`config.mk`:
```
export PLATFORM = sky130hd
export DESIGN_NAME = sbox_mux_sequencer
export DESIGN_NICKNAME = d
export VERILOG_FILES = /design/src/rtl/sbox_mux_sequencer.sv
export SDC_FILE = /design/constraint.sdc
export NUM_CORES = 1
export LEC_CHECK = 0
export BUFFER_PORTS_ARGS = -buffer_cell sky130_fd_sc_hd__buf_2
export CAP_MARGIN = 20
export CELL_PAD_IN_SITES_DETAIL_PLACEMENT = 1
export CELL_PAD_IN_SITES_GLOBAL_PLACEMENT = 1
export CORE_MARGIN = 4
export CORE_UTILIZATION = 43
export DETAILED_ROUTE_END_ITERATION = 10
export HOLD_SLACK_MARGIN = 0.02
export PLACE_DENSITY_LB_ADDON = 0.1
export RECOVER_POWER = 100
export SLEW_MARGIN = 10
export SYNTH_ARGS = -nofsm -noshare
export SYNTH_HDL_FRONTEND = slang
export SYNTH_SLANG_ARGS = --single-unit
```
`constraint.sdc`:
```
create_clock -name clk -period 4.53 [get_ports clk]
set_input_delay 0.2265 -clock clk [delete_from_list [all_inputs] [get_ports clk]]
set_output_delay 0.2265 -clock clk [all_outputs]
set_load 0.03 [all_outputs]
```
`src/rtl/sbox_mux_sequencer.sv`:
```
// Sequences the eight DES S-box lookups of one round through a single shared mux bank.
// Optional feature: define SBOX_SEQ_PIPE_EN to register mux_y before it is written back.
module sbox_mux_sequencer #(
    parameter int unsigned NUM_BOX = 8,
    parameter int unsigned BOX_W   = 3
) (
    input  logic                   clk,
    input  logic                   rst_n,
    input  logic                   in_valid,
    output logic                   in_ready,
    input  logic [6*NUM_BOX-1:0]   in_data,
    output logic                   out_valid,
    input  logic                   out_ready,
    output logic [4*NUM_BOX-1:0]   out_data,
    output logic                   mux_en,
    output logic [BOX_W-1:0]       mux_box,
    output logic [5:0]             mux_sel,
    input  logic [3:0]             mux_y,
    output logic                   busy
);

    typedef enum logic [1:0] {StIdle, StRun, StDone} state_e;

    state_e                 state_q, state_d;
    logic [6*NUM_BOX-1:0]   data_q, data_d;
    logic [BOX_W-1:0]       k_q, k_d;
    logic [4*NUM_BOX-1:0]   out_data_q, out_data_d;
    logic                   mux_en_q, mux_en_d;
    logic [BOX_W-1:0]       mux_box_q, mux_box_d;
    logic [5:0]             mux_sel_q, mux_sel_d;
    logic                   last_box;
`ifdef SBOX_SEQ_PIPE_EN
    logic [3:0]             y_q, y_d;
    logic                   wr_q, wr_d;
    logic [BOX_W-1:0]       wr_idx_q, wr_idx_d;
`endif

    // Slice out box idx and reorder to DES row*16 + column.
    function automatic logic [5:0] box_sel(input logic [6*NUM_BOX-1:0] w,
                                           input logic [BOX_W-1:0] idx);
        logic [5:0] s;
        s = '0;
        for (int b = 0; b < NUM_BOX; b++) begin
            if (idx == BOX_W'(b)) s = w[6*(NUM_BOX-1-b) +: 6];
        end
        return {s[5], s[0], s[4:1]};
    endfunction

    function automatic logic [4*NUM_BOX-1:0] put_slot(input logic [4*NUM_BOX-1:0] w,
                                                      input logic [BOX_W-1:0] idx,
                                                      input logic [3:0] y);
        logic [4*NUM_BOX-1:0] r;
        r = w;
        for (int b = 0; b < NUM_BOX; b++) begin
            if (idx == BOX_W'(b)) r[4*(NUM_BOX-1-b) +: 4] = y;
        end
        return r;
    endfunction

    assign last_box = (k_q == BOX_W'(NUM_BOX - 1));

    always_comb begin
        state_d    = state_q;
        data_d     = data_q;
        k_d        = k_q;
        out_data_d = out_data_q;
        mux_en_d   = 1'b0;
        mux_box_d  = mux_box_q;
        mux_sel_d  = mux_sel_q;
`ifdef SBOX_SEQ_PIPE_EN
        y_d        = y_q;
        wr_d       = 1'b0;
        wr_idx_d   = wr_idx_q;
`endif
        unique case (state_q)
            StIdle: begin
                if (in_valid) begin
                    state_d    = StRun;
                    data_d     = in_data;
                    k_d        = '0;
                    out_data_d = '0;
                    mux_en_d   = 1'b1;
                    mux_box_d  = '0;
                    mux_sel_d  = box_sel(in_data, '0);
                end
            end
            StRun: begin
`ifdef SBOX_SEQ_PIPE_EN
                if (wr_q) out_data_d = put_slot(out_data_q, wr_idx_q, y_q);
                if (mux_en_q) begin
                    y_d      = mux_y;
                    wr_d     = 1'b1;
                    wr_idx_d = k_q;
                    if (!last_box) begin
                        k_d       = k_q + 1'b1;
                        mux_en_d  = 1'b1;
                        mux_box_d = k_q + 1'b1;
                        mux_sel_d = box_sel(data_q, k_q + 1'b1);
                    end
                end else begin
                    // Drain cycle: last registered lookup was just written.
                    state_d = StDone;
                end
`else
                out_data_d = put_slot(out_data_q, k_q, mux_y);
                if (last_box) begin
                    state_d = StDone;
                end else begin
                    k_d       = k_q + 1'b1;
                    mux_en_d  = 1'b1;
                    mux_box_d = k_q + 1'b1;
                    mux_sel_d = box_sel(data_q, k_q + 1'b1);
                end
`endif
            end
            StDone: begin
                if (out_ready) state_d = StIdle;
            end
            default: state_d = StIdle;
        endcase
    end

    always_ff @(posedge clk or negedge rst_n) begin
        if (!rst_n) begin
            state_q    <= StIdle;
            data_q     <= '0;
            k_q        <= '0;
            out_data_q <= '0;
            mux_en_q   <= 1'b0;
            mux_box_q  <= '0;
            mux_sel_q  <= '0;
`ifdef SBOX_SEQ_PIPE_EN
            y_q        <= '0;
            wr_q       <= 1'b0;
            wr_idx_q   <= '0;
`endif
        end else begin
            state_q    <= state_d;
            data_q     <= data_d;
            k_q        <= k_d;
            out_data_q <= out_data_d;
            mux_en_q   <= mux_en_d;
            mux_box_q  <= mux_box_d;
            mux_sel_q  <= mux_sel_d;
`ifdef SBOX_SEQ_PIPE_EN
            y_q        <= y_d;
            wr_q       <= wr_d;
            wr_idx_q   <= wr_idx_d;
`endif
        end
    end

    assign in_ready  = (state_q == StIdle);
    assign busy      = (state_q != StIdle);
    assign out_valid = (state_q == StDone);
    assign out_data  = out_data_q;
    assign mux_en    = mux_en_q;
    assign mux_box   = mux_box_q;
    assign mux_sel   = mux_sel_q;

endmodule

```
==> results.ini <==
[cts]
ctsLongestPathBuffers = 2
cts_tree = done
clock_sinks = 92
clk_pin_slew_ns = 0.09
cts_root_buffer = clkbuf_8
cts_setup_buffers = 0
numCtsBuffers = 9
cts-htree-levels = 3
clock_latency_ns = 0.36
post_cts_resized = 0

[floorplan]
rows = 36
die_h_um = 109
ios = 101
initial_core_util_pct = 44.3
die_w_um = 109
die_area_um2 = 11800
core-area_um2 = 9820

[placement]
gp_congestion = 0.807
place.port_buffers = 100
place_hpwl_mm = 9.21
pre_cts_ws_ns = 2.13

[cells_and_area]
fill_cells = 1221
final_cell_mix = nand2_1, dfrtp_1, buf_2
multi_input_area_um2 = 1780
register_area_um2 = 2300
n_antenna_cell = 0
drive_gt1_share_pct = 13.0
area_growth_pct = 15.8
final_common_cell = nand2_1
fin_nets = 643

[route]
drt_first_pass_iters = 4
drc = 0
finalWirelength_mm = 12.6
vias = 3756
wl_met1_mm = 5.71
antenna_left = 0
viasPerCell = 5.24
drt_first_iter_violations = 212
routedWlPerCell_um = 17.6
route.met3.wl_um = 598
routed.top_layer = met4
met2_wirelength_mm = 6.24

[synth]
ys_seq_area_share_pct = 53.0
yosysWarnings = 0
syn_inst = 498
synth_top_cell_by_area = dfrtp_1
synth_nets = 562
synth_top_area_share_pct = 53.0
synth_area_um2 = 4350
synth_flop_cell = dfrtp_1
synth_cell_types = 35
synth_edf_count = 0
ys_async_sr_fraction_pct = 100
post_synth.cell_area_avg_um2 = 8.73
ys_ff_latch = 92
ys_top_cells_by_area = dfrtp_1, nand2_1, o21ai_0

[timing]
grt_setup_unrepaired = false
max-slew-margin-rel_pct = -59.0
hold_viol_final = 0
max_freq_ghz = 0.357
drv_slew = 46
layout_worst_path_cycle_share_pct = 61.8
timing.final.ws_setup_ns = 1.73
final.min_clock_period_ns = 2.80
fin_worst_skew_ns = 0.0120
setup_viol_count_final = 0
worstMarginPinSlew_ns = 2.39
setup_tns_ns = 0

[outcome]
outcome = finished with violations
violations = max-capacitance violations, max-slew violations

[power]
combinationalPowerShare_pct = 48.3
switching_share_pct = 47.1
cellPowerDensity_nw_per_um2 = 774
power.leakage_nw = 2.49
power_frac_seq_pct = 36.9
clock_power_share_pct = 14.8
ir_drop_uv = 285
p_sw_mw = 1.83
p_int_mw = 2.06

[setup_path]
worstPathRequired_ns = 4.97
worstReg2RegStart = mux_box[0]$_DFFE_PN0P_
reg2regPathDepth = 7
crit_type = in2async
endpoint = data_q[43]$_DFFE_PN0P_
rrSetupSlack_ns = 2.12
rr_endpoint = mux_sel[3]$_DFFE_PN0P_
start_kind = input pin
end_kind = asynchronous set/reset pin
arrival_ns = 3.24
cp_max_fo = 48
crit_start = rst_n

[grt]
grt_pass1_wl_mm = 20.8
grt_pass1_vias = 3925
grt_overflow = 0
grt_max_degree = 63
grt_use_total_pct = 22.8
antenna_found_initial = 0

[min_path]
hold_class = in2reg

[job]
cap_viol_max_count = 1

-- flip-flops by register name (all words and copies together) (netlist names) --
name	flops
mux_en	1
data_q	48
state_q	2
out_data	32
mux_box	3
mux_sel	6
-- repair_timing --
action,CTS,global route
hold endpoints to repair,44,0
setup endpoints to repair,0,0
hold buffers,1,0
-- cell type report --
type | instances | area share, %
repair buffers | 104 | 9.95
clock buffers | 10 | 2.54
clock inverters | 6 | 1.42
flip-flops and latches | 92 | 45.8
well taps | 133 | 3.31
multi-input cells | 350 | 35.4
inverters | 22 | 1.64
-- routing by layer --
metal | global-route usage (%) | vias up
met2 | 37.4 | 82
met1 | 31.8 | 1861
met5 | 0 | -
li1 | - | 1806
met3 | 4.30 | 7
met4 | 4.33 | 0
-- stage by stage --
step / utilization (%) / hold WS (ns) / area [µm²] / instances / total power [mW]
2_1_floorplan: - / -0.0691 / 4350 / 498 / 2.82
3_3_place_gp: 49.4 / 0.259 / 4850 / 698 / 3.33
3_5_place_dp: 49.6 / 0.261 / 4870 / 699 / 3.39
4_1_cts: 51.7 / 0.0310 / 5080 / 716 / 3.98
5_1_grt: 51.2 / 0.0378 / 5030 / 717 / 4.22
6_report: 51.2 / 0.0464 / 5030 / 717 / 3.90
-- synthesized netlist by cell type, drive strengths merged, types with 2 or more instances --
library cell / number
dfrtp: 92
o21ai: 32
and3: 6
a221oi: 12
nand2b: 8
o32ai: 3
a21oi: 19
buf: 27
inv: 22
o221ai: 3
a32o: 4
o2bb2ai: 3
ha: 8
nand2: 180
o22ai: 6
a21o: 4
and2: 2
a22o: 4
nor2b: 10
nor2: 14
nor3: 3
clkbuf: 7
o21bai: 6
nand3: 16
a22oi: 3
-- how the worst min path moves through the flow --
| stage | endpoint | cells after the start | slack (ns) | start |
|---|---|---|---|---|
| final | data_q[10]$_DFFE_PN0P_ | 3 | 0.05 | in_data[10] |
| after CTS | data_q[2]$_DFFE_PN0P_ | 3 | 0.03 | in_data[2] |
| after detailed placement | out_data[24]$_DFFE_PN0P_ | 1 | 0.26 | rst_n |
| after global placement | out_data[24]$_DFFE_PN0P_ | 1 | 0.26 | rst_n |
| after global routing | data_q[2]$_DFFE_PN0P_ | 3 | 0.04 | in_data[2] |
| after floorplan | data_q[0]$_DFFE_PN0P_ | 0 | -0.07 | rst_n |
-- power groups by stage --
| stage | clock network (mW) | registers, mW | logic (mW) |
|---|---|---|---|
| 2_1_floorplan | 0 | 1.67 | 1.15 |
| 3_3_place_gp | 0 | 1.45 | 1.88 |
| 3_5_place_dp | 0 | 1.45 | 1.94 |
| 4_1_cts | 0.587 | 1.44 | 1.95 |
| 5_1_grt | 0.630 | 1.49 | 2.10 |
| 6_report | 0.575 | 1.44 | 1.88 |
-- worst max-delay path: stages --
cell	delay, ns
dlygate4sd3_1	0.53
clkbuf_1	1.68
buf_4	0.76
-- cells by family after synthesis --
kind of cell | after synthesis | synth area share (%)
and+or+nand+nor | 241 | 23.2
adders and majority gates | 8 | 2.30
muxes | 1 | 0.259
DFF | 92 | 53.0
AOI/OAI and AO/OA | 100 | 15.2
buffers and inverters | 56 | 6.02
Power figures use the tool's default switching activity.
